<file path="src/rtl/barrett_mu_div_if.sv">
// Request/result bundle for barrett_mu_div: start/done handshake with the
// operands sampled on the accepting edge and results held until the next accept.
interface barrett_mu_div_if #(
   parameter int W = 4
) ();
   // Handshake: start is honoured only while the divider is idle. done pulses
   // for exactly one cycle, and the results are valid from that cycle until
   // the next accepted start.
   logic             start;
   logic             mu_mode;
   logic [2*W-1:0]   dividend;
   logic [W-1:0]     divisor;
   logic             busy;
   logic             done;
   logic [2*W:0]     quotient;
   logic [W-1:0]     remainder;
   logic             div_by_zero;

   modport master (
      output start, mu_mode, dividend, divisor,
      input  busy, done, quotient, remainder, div_by_zero
   );

   modport slave (
      input  start, mu_mode, dividend, divisor,
      output busy, done, quotient, remainder, div_by_zero
   );
endinterface

</file>
<file path="src/rtl/barrett_mu_div.sv">
// Restoring divider producing floor(X/N) and X mod N one quotient bit per cycle.
// In mu_mode the dividend is 2^(2W), so the quotient is the Barrett constant mu.
module barrett_mu_div #(
   parameter int W = 4
) (
   input  logic               clk,
   input  logic               rst_n,
   barrett_mu_div_if.slave    bus,
   output logic [1:0]         state_o
);

   localparam int CW = $clog2(2*W + 2);

   typedef enum logic [1:0] {
      S_IDLE = 2'd0,
      S_RUN  = 2'd1,
      S_DONE = 2'd2
   } state_t;

   state_t           state_q;
   logic [W:0]       part_q;
   logic [2*W:0]     dvd_q;
   logic [W-1:0]     div_q;
   logic [CW-1:0]    cnt_q;

   logic             busy_q;
   logic             done_q;
   logic [2*W:0]     quo_q;
   logic [W-1:0]     rem_q;
   logic             dbz_q;

   logic [W:0]       shifted_d;
   logic [W:0]       part_d;
   logic             qbit_d;

   // Partial remainder stays below 2N, so a W+1-bit compare/subtract cannot overflow.
   always_comb begin
      shifted_d = {part_q[W-1:0], dvd_q[2*W]};
      qbit_d    = (shifted_d >= {1'b0, div_q});
      part_d    = shifted_d;
      if (qbit_d) begin
         part_d = shifted_d - {1'b0, div_q};
      end
   end

   always_ff @(posedge clk) begin
      if (!rst_n) begin
         state_q <= S_IDLE;
         part_q  <= '0;
         dvd_q   <= '0;
         div_q   <= '0;
         cnt_q   <= '0;
         busy_q  <= 1'b0;
         done_q  <= 1'b0;
         quo_q   <= '0;
         rem_q   <= '0;
         dbz_q   <= 1'b0;
      end else begin
         case (state_q)
            S_IDLE: begin
               done_q <= 1'b0;
               if (bus.start) begin
                  div_q  <= bus.divisor;
                  dvd_q  <= bus.mu_mode ? {1'b1, {(2*W){1'b0}}} : {1'b0, bus.dividend};
                  rem_q  <= '0;
                  busy_q <= 1'b1;
                  if (bus.divisor == '0) begin
                     quo_q   <= '1;
                     dbz_q   <= 1'b1;
                     done_q  <= 1'b1;
                     state_q <= S_DONE;
                  end else begin
                     quo_q   <= '0;
                     dbz_q   <= 1'b0;
                     part_q  <= '0;
                     cnt_q   <= CW'(2*W + 1);
                     state_q <= S_RUN;
                  end
               end
            end
            S_RUN: begin
               part_q <= part_d;
               dvd_q  <= {dvd_q[2*W-1:0], 1'b0};
               quo_q  <= {quo_q[2*W-1:0], qbit_d};
               cnt_q  <= cnt_q - CW'(1);
               if (cnt_q == CW'(1)) begin
                  rem_q   <= part_d[W-1:0];
                  done_q  <= 1'b1;
                  state_q <= S_DONE;
               end
            end
            S_DONE: begin
               done_q  <= 1'b0;
               busy_q  <= 1'b0;
               state_q <= S_IDLE;
            end
            default: begin
               done_q  <= 1'b0;
               busy_q  <= 1'b0;
               state_q <= S_IDLE;
            end
         endcase
      end
   end

   assign bus.busy        = busy_q;
   assign bus.done        = done_q;
   assign bus.quotient    = quo_q;
   assign bus.remainder   = rem_q;
   assign bus.div_by_zero = dbz_q;
   assign state_o         = state_q;

endmodule

</file>
<file path="src/flat_wrapper.sv">
// flat-port wrapper written by rule: the top's interface ports become plain ports
module barrett_mu_div_flat 
#(
   parameter int W = 4
)
  (clk, rst_n, state_o, bus_start, bus_mu_mode, bus_dividend, bus_divisor, bus_busy, bus_done, bus_quotient, bus_remainder, bus_div_by_zero);
  barrett_mu_div_if #(.W(W)) bus_i ();
  input  logic clk;
  input  logic rst_n;
  output logic [1:0] state_o;
  input wire logic [$bits(bus_i.start)-1:0] bus_start;
  input wire logic [$bits(bus_i.mu_mode)-1:0] bus_mu_mode;
  input wire logic [$bits(bus_i.dividend)-1:0] bus_dividend;
  input wire logic [$bits(bus_i.divisor)-1:0] bus_divisor;
  output wire logic [$bits(bus_i.busy)-1:0] bus_busy;
  output wire logic [$bits(bus_i.done)-1:0] bus_done;
  output wire logic [$bits(bus_i.quotient)-1:0] bus_quotient;
  output wire logic [$bits(bus_i.remainder)-1:0] bus_remainder;
  output wire logic [$bits(bus_i.div_by_zero)-1:0] bus_div_by_zero;
  assign bus_i.start = bus_start;
  assign bus_i.mu_mode = bus_mu_mode;
  assign bus_i.dividend = bus_dividend;
  assign bus_i.divisor = bus_divisor;
  assign bus_busy = bus_i.busy;
  assign bus_done = bus_i.done;
  assign bus_quotient = bus_i.quotient;
  assign bus_remainder = bus_i.remainder;
  assign bus_div_by_zero = bus_i.div_by_zero;
  barrett_mu_div #(.W(W)) u_core (.clk(clk), .rst_n(rst_n), .bus(bus_i), .state_o(state_o));
endmodule
</file>
<file path="config.mk">
export PLATFORM = sky130hd
export DESIGN_NAME = barrett_mu_div_flat
export DESIGN_NICKNAME = d
export VERILOG_FILES = /design/src/rtl/barrett_mu_div_if.sv /design/src/rtl/barrett_mu_div.sv /design/src/flat_wrapper.sv
export SDC_FILE = /design/constraint.sdc
export NUM_CORES = 1
export LEC_CHECK = 0
export BUFFER_PORTS_ARGS = -buffer_cell sky130_fd_sc_hd__buf_4
export CAP_MARGIN = 15
export CORE_MARGIN = 5
export CORE_UTILIZATION = 44
export CTS_BUF_LIST = sky130_fd_sc_hd__clkbuf_4 sky130_fd_sc_hd__clkbuf_8 sky130_fd_sc_hd__clkbuf_16
export DETAILED_ROUTE_END_ITERATION = 10
export PLACE_DENSITY_LB_ADDON = 0.08
export SYNTH_ARGS = -nofsm -noshare
export SYNTH_HDL_FRONTEND = slang
export SYNTH_SLANG_ARGS = --single-unit
</file>
<file path="constraint.sdc">
create_clock -name clk -period 1.45 [get_ports clk]
set_input_delay 0.29 -clock clk [delete_from_list [all_inputs] [get_ports clk]]
set_output_delay 0.29 -clock clk [all_outputs]
set_load 0.1 [all_outputs]
</file>
==> impl_metrics.prom, run 1 <==
# TYPE chip_impl_metric gauge
chip_impl_metric{name="yosysWarningCount",unit=""} 0
chip_impl_info{name="critPathLaunchType",value="flip-flop"} 1
chip_impl_metric{name="power",unit="µW"} 3045
chip_impl_metric{name="fmax",unit="MHz"} 642.6
chip_impl_metric{name="post-route-period-util",unit=""} 1.073
chip_impl_metric{name="clock-skew-final",unit="ps"} 6.289
chip_impl_metric{name="synthCells",unit=""} 205
chip_impl_metric{name="port_buffers",unit=""} 33
chip_impl_metric{name="worst-slew-pin-transition",unit="ps"} 456.1
chip_impl_metric{name="worst_path_largest_cell_delay",unit="ps"} 420
chip_impl_info{name="post-synth-top-area-cell",value="dfxtp_1"} 1
chip_impl_metric{name="vias_per_cell",unit=""} 5.616
chip_impl_info{name="ys_top_cells_by_area",value="dfxtp_1, a21oi_1, a22oi_1"} 1
chip_impl_metric{name="n_fill_cell",unit=""} 356
chip_impl_metric{name="multi_input_logic_area",unit="µm²"} 1111
chip_impl_metric{name="design.core.area",unit="µm²"} 4029
chip_impl_info{name="synth-main-ff-cell",value="dfxtp_1"} 1
chip_impl_info{name="hp-class",value="in2reg"} 1
chip_impl_metric{name="die-area",unit="µm²"} 5553
chip_impl_metric{name="min_period",unit="ps"} 1556
chip_impl_metric{name="yosysSeqAreaShare",unit=""} 0.4262
chip_impl_metric{name="grt_usage",unit=""} 0.1909
chip_impl_metric{name="globalRouteMet3Util",unit=""} 0.05270
chip_impl_metric{name="synth.distinct_cells",unit=""} 44
chip_impl_metric{name="pin_count",unit=""} 34
chip_impl_metric{name="globalRouteMet2Util",unit=""} 0.3102
chip_impl_metric{name="detailedPlacementHpwl",unit="µm"} 3562
chip_impl_metric{name="globalRouteMet1Util",unit=""} 0.2350
chip_impl_metric{name="ctsHoldBuffers",unit=""} 0
chip_impl_metric{name="grt_pass1_vias",unit=""} 1780
chip_impl_info{name="violations",value="negative setup slack"} 1
chip_impl_metric{name="grt_antenna_before_repair",unit=""} 0
chip_impl_metric{name="required",unit="ps"} 1690
chip_impl_info{name="cts_tree",value="built"} 1
chip_impl_metric{name="num_antenna_cells",unit=""} 0
chip_impl_metric{name="clk_transition_reported_paths",unit="ps"} 80
chip_impl_metric{name="slew_viol_final",unit=""} 0
chip_impl_metric{name="cts.sinks",unit=""} 39
chip_impl_info{name="run_status",value="finished, violations left"} 1
chip_impl_metric{name="timing.hold.ws",unit="ps"} 197.1
chip_impl_metric{name="setup_viol",unit=""} 6
chip_impl_metric{name="num_vias",unit=""} 1724
chip_impl_metric{name="gr-total-overflow",unit=""} 0
chip_impl_metric{name="worst_slack",unit="ps"} -106.1
chip_impl_info{name="timing.critical_path.cells",value="inv_2, ha_4, nand4_1, and2_4, a2111o_1, nand3_2"} 1
chip_impl_metric{name="dieWidth",unit="µm"} 74.52
chip_impl_metric{name="number_of_enable_type_register_cells_in_the_synthesized_netlist",unit=""} 0
chip_impl_metric{name="hold_violations",unit=""} 0
chip_impl_metric{name="timing.critical_path.arrival",unit="ps"} 1790
chip_impl_metric{name="post_drt_wl_per_cell",unit="µm"} 15.51
chip_impl_metric{name="floorplan.initialDensity",unit=""} 0.4547
chip_impl_metric{name="nets",unit=""} 279
chip_impl_info{name="busiest_layer",value="met2"} 1
chip_impl_metric{name="syn-cell-area",unit="µm²"} 1832
chip_impl_metric{name="slew_headroom",unit=""} 0.6956
chip_impl_metric{name="maxCapViolCount",unit=""} 0
chip_impl_metric{name="power.static_leakage",unit="µW"} 0.001031
chip_impl_metric{name="power_density_of_the_placed_cells",unit="nW/µm²"} 1197
chip_impl_info{name="setup_repair_after_global_routing_missed_its_margin",value="true"} 1
chip_impl_metric{name="grt_start_max_net_pins",unit=""} 18
chip_impl_metric{name="synth_largest_type_area_fraction",unit=""} 0.4262
chip_impl_metric{name="mean_post_synth_cell_area",unit="µm²"} 8.935
chip_impl_metric{name="clk_path_buf_depth",unit=""} 2
chip_impl_metric{name="sequential_standard_cell_area",unit="µm²"} 795.8
chip_impl_metric{name="drt.antenna.violating_nets",unit=""} 0
chip_impl_metric{name="vdd_ir_drop_max",unit="mV"} 0.7526
chip_impl_info{name="yosys.cell_count.top_type",value="dfxtp_1"} 1
chip_impl_metric{name="clock_insertion_delay_worst_skew",unit="ps"} 290
chip_impl_metric{name="routabilityCongestion",unit=""} 0.7789
chip_impl_info{name="nature_of_the_critical_path_endpoint",value="flip-flop"} 1
chip_impl_metric{name="drt_pre_antenna_iters",unit=""} 5
chip_impl_info{name="setup.worst_path.class",value="reg2reg"} 1
chip_impl_metric{name="initialDrtViolationCount",unit=""} 92
chip_impl_metric{name="async_flop_share",unit=""} 0
chip_impl_metric{name="cts-buffers-inserted",unit=""} 5
chip_impl_metric{name="totalWireLength",unit="µm"} 4761
chip_impl_metric{name="placementRows",unit=""} 23
chip_impl_metric{name="area.growth.synth_to_final",unit="%"} 38.87
chip_impl_metric{name="synth-seq-cells",unit=""} 39
chip_impl_metric{name="drive_gt1_frac",unit=""} 0.4125
chip_impl_info{name="clockRootBuffer",value="clkbuf_8"} 1
chip_impl_metric{name="grt_pass1_wl",unit="µm"} 8114
chip_impl_metric{name="syn_nets",unit=""} 228
chip_impl_info{name="critical_path.slowest_cell",value="a2111o_1"} 1
chip_impl_metric{name="maximum_fanout_along_the_worst_path",unit=""} 7
chip_impl_metric{name="dieHeight",unit="µm"} 74.52
chip_impl_metric{name="cts.htree.levels",unit=""} 2
chip_impl_metric{name="drt_drc_violations_left",unit=""} 0
chip_impl_info{name="synth_commonest_cells",value="dfxtp_1, a21oi_1, nand2_1"} 1
flip-flops by register name (all words and copies together), names as in the netlist:
register,cells
u_core.bus.quotient,9
u_core.dvd_q,9
u_core.bus.remainder,4
u_core.cnt_q,4
u_core.div_q,4
u_core.part_q,4
u_core.state_o,2
u_core.bus.busy,1
u_core.bus.div_by_zero,1
u_core.bus.done,1
routing by layer:
layer / routed length (µm) / vias up
li1: - / 848
met1: 2064 / 820
met2: 2336 / 43
met3: 206 / 13
met4: 153 / 0
met5: 0 / -
layout by cell type, fill, tap and decap left out, types with 4 or more instances in the layout:
cell type	netlist	final
a22oi_1	15	15
ha_4	0	4
inv_1	8	4
o2bb2ai_1	7	7
dfxtp_1	39	31
nand2_1	18	18
clkbuf_8	0	6
nor3_1	5	4
o21ai_1	0	4
nor2_1	9	8
nand2b_1	5	4
dfxtp_2	0	6
inv_2	0	4
a21oi_1	24	22
nand3_1	13	12
buf_4	0	56
kinds of logic after synthesis:
family / Yosys count / synth area share
adders and majority gates: 7 / 0.05191
muxes: 1 / 0.006147
xor gates and xnor gates: 3 / 0.01435
AOI/OAI and AO/OA: 70 / 0.2623
buffers and inverters: 21 / 0.05464
DFF: 39 / 0.4262
and+or+nand+nor: 64 / 0.1844
cell type report:
class                      instances  share of cell area
multi-input combinational        145              0.4368
sequential                        39              0.3128
timing repair buffer              57              0.1697
clock buffer                       7             0.04230
tap                               50             0.02459
inverter                           8             0.01181
clock inverter                     1            0.001968
path summary, 6_finish.rpt:
check / slack (ps) / cells after the start / start / endpoint
max: -110 / 6 / u_core.dvd_q[8] / u_core.part_q[1]
min: 200 / 2 / bus_dividend[6] / u_core.dvd_q[6]
max reg2reg: -110 / 6 / u_core.dvd_q[8] / u_core.part_q[1]
min reg2reg: 460 / 2 / u_core.bus.div_by_zero / u_core.bus.div_by_zero
per-stage QoR:
step / worst slack, ps / cells / TNS (ps) / utilization / cell area [µm²]
after global routing: -167.5 / 307 / -1013 / 0.6314 / 2544
after CTS: -118.3 / 306 / -463.1 / 0.6124 / 2467
after floorplan: -77.47 / 205 / -567.2 / - / 1936
after global placement: -123.8 / 299 / -1130 / 0.5761 / 2321
after detailed placement: -174.7 / 299 / -1717 / 0.5761 / 2321
final: -106.1 / 307 / -317.6 / 0.6314 / 2544
what timing repair did:
action	in CTS	in global routing
resized for setup	19	15
gates cloned	0	0
pin swaps	11	9
endpoints found under the hold margin	0	0
setup buffers	0	1
endpoints found under the setup margin	8	12
power breakdown:
part           total (µW)  switching (µW)  internal, µW
logic                 968             566           402
clock network         872             385           487
registers            1210            64.7          1140
total                3050            1020          2030
critical path: cells and delay by family, from the launching register on:
| kind | cells | cell delay, ps |
|---|---|---|
| adders and majority gates | 1 | 260 |
| DFF | 1 | 340 |
| and+or+nand+nor | 3 | 430 |
| AOI/OAI and AO/OA | 1 | 420 |
| buffers and inverters | 1 | 50 |
Note: power is estimated with default switching activity, not from simulation.
==> run 2, diff against run 1 <==
--- a/config.mk
+++ b/config.mk
@@ -7,10 +7,13 @@
 export LEC_CHECK = 0
 export BUFFER_PORTS_ARGS = -buffer_cell sky130_fd_sc_hd__buf_4
 export CAP_MARGIN = 15
+export CELL_PAD_IN_SITES_DETAIL_PLACEMENT = 1
+export CELL_PAD_IN_SITES_GLOBAL_PLACEMENT = 1
 export CORE_MARGIN = 5
-export CORE_UTILIZATION = 44
+export CORE_UTILIZATION = 37
 export CTS_BUF_LIST = sky130_fd_sc_hd__clkbuf_4 sky130_fd_sc_hd__clkbuf_8 sky130_fd_sc_hd__clkbuf_16
 export DETAILED_ROUTE_END_ITERATION = 10
+export MAX_ROUTING_LAYER = met4
 export PLACE_DENSITY_LB_ADDON = 0.08
 export SYNTH_ARGS = -nofsm -noshare
 export SYNTH_HDL_FRONTEND = slang
==> run 2 against run 1 <==
Net effect:
- clock skew decreased by 1.7 ps
- the flow still finishes with violations (negative setup slack)
- cell area decreased by 0.15%
- routed wire length rose by 14%
- critical path type unchanged
- cell count rose by 5.5%
- register-to-register slack worse by 20 ps
- clock power shrank 15%
- combinational power rose by 2.5%
- non-clock buffer count did not move
- power decreased by 3.7%
- sequential power about the same
==> impl_metrics.prom, run 2 (synthesis gave the netlist of run 1 again) <==
# TYPE chip_impl_metric gauge
chip_impl_metric{name="maxCapViolCount",unit=""} 0
chip_impl_metric{name="design.core.area",unit="µm²"} 4755
chip_impl_metric{name="min_period",unit="ps"} 1574
chip_impl_info{name="critPathLaunchType",value="flip-flop"} 1
chip_impl_metric{name="grt_pass1_vias",unit=""} 1866
chip_impl_metric{name="initialDrtViolationCount",unit=""} 70
chip_impl_info{name="timing.critical_path.cells",value="inv_2, ha_4, o21a_1, a21bo_4, a2111o_1, nand3_1"} 1
chip_impl_metric{name="gr-total-overflow",unit=""} 0
chip_impl_metric{name="power",unit="µW"} 2932
chip_impl_metric{name="sequential_standard_cell_area",unit="µm²"} 795.8
chip_impl_metric{name="fmax",unit="MHz"} 635.2
chip_impl_metric{name="nets",unit=""} 279
chip_impl_metric{name="drt_drc_violations_left",unit=""} 0
chip_impl_metric{name="post-route-util",unit=""} 0.5342
chip_impl_metric{name="timing.critical_path.arrival",unit="ps"} 1800
chip_impl_metric{name="clock_insertion_delay_worst_skew",unit="ps"} 290
chip_impl_metric{name="grt_start_max_net_pins",unit=""} 26
chip_impl_metric{name="slew_headroom",unit=""} 0.7131
chip_impl_metric{name="dieHeight",unit="µm"} 80.36
chip_impl_metric{name="worst-path-stages",unit=""} 6
chip_impl_info{name="clockRootBuffer",value="clkbuf_8"} 1
chip_impl_metric{name="hold_violations",unit=""} 0
chip_impl_metric{name="timing.hold.ws",unit="ps"} 199.5
chip_impl_metric{name="worst-r2r-cell-count",unit=""} 6
chip_impl_info{name="cts_tree",value="built"} 1
chip_impl_metric{name="setup_viol",unit=""} 6
chip_impl_metric{name="totalWireLength",unit="µm"} 5435
chip_impl_metric{name="critPathBufInv",unit=""} 1
chip_impl_metric{name="area.growth.synth_to_final",unit="%"} 38.66
chip_impl_metric{name="vdd_ir_drop_max",unit="mV"} 0.6116
chip_impl_metric{name="timing.setup.tns",unit="ps"} -477.1
chip_impl_metric{name="clock-skew-final",unit="ps"} 4.626
chip_impl_metric{name="grt_antenna_before_repair",unit=""} 0
chip_impl_info{name="critical_path.slowest_cell",value="a2111o_1"} 1
chip_impl_metric{name="drive_gt1_frac",unit=""} 0.3969
chip_impl_metric{name="num_antenna_cells",unit=""} 0
chip_impl_metric{name="worst-slew-pin-transition",unit="ps"} 429.9
chip_impl_info{name="violations",value="negative setup slack"} 1
chip_impl_metric{name="maximum_fanout_along_the_worst_path",unit=""} 7
chip_impl_metric{name="power_density_of_the_placed_cells",unit="nW/µm²"} 1154
chip_impl_metric{name="worst_slack",unit="ps"} -124.2
chip_impl_metric{name="routabilityCongestion",unit=""} 0.8156
chip_impl_metric{name="vias_per_cell",unit=""} 5.370
chip_impl_metric{name="finish.cell_count_without_fillers",unit=""} 324
chip_impl_info{name="hp-class",value="in2reg"} 1
chip_impl_metric{name="worst_path_largest_cell_delay",unit="ps"} 410
chip_impl_metric{name="power.static_leakage",unit="µW"} 0.001004
chip_impl_metric{name="detailedPlacementHpwl",unit="µm"} 4016
chip_impl_metric{name="cts.sinks",unit=""} 39
chip_impl_metric{name="clk_transition_reported_paths",unit="ps"} 80
chip_impl_metric{name="n_fill_cell",unit=""} 561
chip_impl_metric{name="placementRows",unit=""} 25
chip_impl_metric{name="grt_usage",unit=""} 0.1835
chip_impl_metric{name="clk_path_buf_depth",unit=""} 2
chip_impl_metric{name="cts-buffers-inserted",unit=""} 5
chip_impl_info{name="setup_repair_after_global_routing_missed_its_margin",value="true"} 1
chip_impl_metric{name="dieWidth",unit="µm"} 80.36
chip_impl_metric{name="port_buffers",unit=""} 33
chip_impl_metric{name="num_vias",unit=""} 1740
chip_impl_metric{name="slew_viol_final",unit=""} 0
chip_impl_metric{name="drt.antenna.violating_nets",unit=""} 0
chip_impl_metric{name="required",unit="ps"} 1680
chip_impl_info{name="timing.critical_path.max_delay_family",value="compound AO/OA/AOI/OAI gates"} 1
chip_impl_metric{name="pin_count",unit=""} 34
chip_impl_metric{name="floorplan.initialDensity",unit=""} 0.3853
chip_impl_metric{name="drt_pre_antenna_iters",unit=""} 4
chip_impl_info{name="nature_of_the_critical_path_endpoint",value="flip-flop"} 1
chip_impl_metric{name="post-route-period-util",unit=""} 1.086
chip_impl_info{name="layout.cells.most_common_list",value="buf_4, dfxtp_1, a21oi_1"} 1
chip_impl_info{name="mostFrequentLayoutCell",value="buf_4"} 1
chip_impl_metric{name="min_path_cells",unit=""} 2
chip_impl_metric{name="die-area",unit="µm²"} 6458
chip_impl_metric{name="post_drt_wl_per_cell",unit="µm"} 16.77
chip_impl_metric{name="multi_input_logic_area",unit="µm²"} 1089
chip_impl_metric{name="place_inst",unit=""} 316
chip_impl_info{name="setup.worst_path.class",value="reg2reg"} 1
chip_impl_metric{name="grt_pass1_wl",unit="µm"} 8852
chip_impl_info{name="run_status",value="finished, violations left"} 1
chip_impl_metric{name="cts.htree.levels",unit=""} 2
run 2: metrics by stage:
stage               setup WS [ps]  area, µm²
global placement           -128.3       2367
detailed placement         -204.8       2367
finish                     -124.2       2540
global route               -202.1       2540
CTS                        -131.0       2507
floorplan                  -77.47       1936
run 2: what timing repair did:
action	CTS	global route
pin swaps	14	8
endpoints found under the hold margin	0	0
setup endpoints to repair	8	12
gates cloned	0	0
hold buffers	0	0
gates resized for setup	20	7
buffers inserted	1	0
run 2: power by group:
part	internal [µW]	switching, µW	leakage (µW)	total [µW]
sequential	1140	62.4	0.000322	1200
clock	355	382	0.0000446	737
combinational	409	583	0.000638	992
total	1900	1030	0.00100	2930
run 2: path summary, 6_finish.rpt:
kind,startpoint,end,slack (ps)
worst max-delay path,u_core.div_q[2],u_core.part_q[1],-120
worst min-delay path,bus_dividend[6],u_core.dvd_q[6],200
worst max register to register,u_core.div_q[2],u_core.part_q[1],-120
worst min register to register,u_core.dvd_q[0],u_core.dvd_q[0],470
run 2: layer usage:
| layer | part of all wire | vias up | track usage |
|---|---|---|---|
| met4 | 0.016 | 0 | 0.05574 |
| met2 | 0.53 | 45 | 0.3278 |
| met5 | 0 | - | - |
| li1 | - | 844 | - |
| met3 | 0.037 | 6 | 0.03475 |
| met1 | 0.42 | 845 | 0.2067 |
run 2: final cells by class:
class / instances / share of cell area
clock buffers: 6 / 0.03005
flip-flops and latches: 39 / 0.3133
repair buffers: 57 / 0.1783
inverters: 8 / 0.01182
multi-input cells: 145 / 0.4286
clock inverters: 2 / 0.004926
well taps: 67 / 0.03300
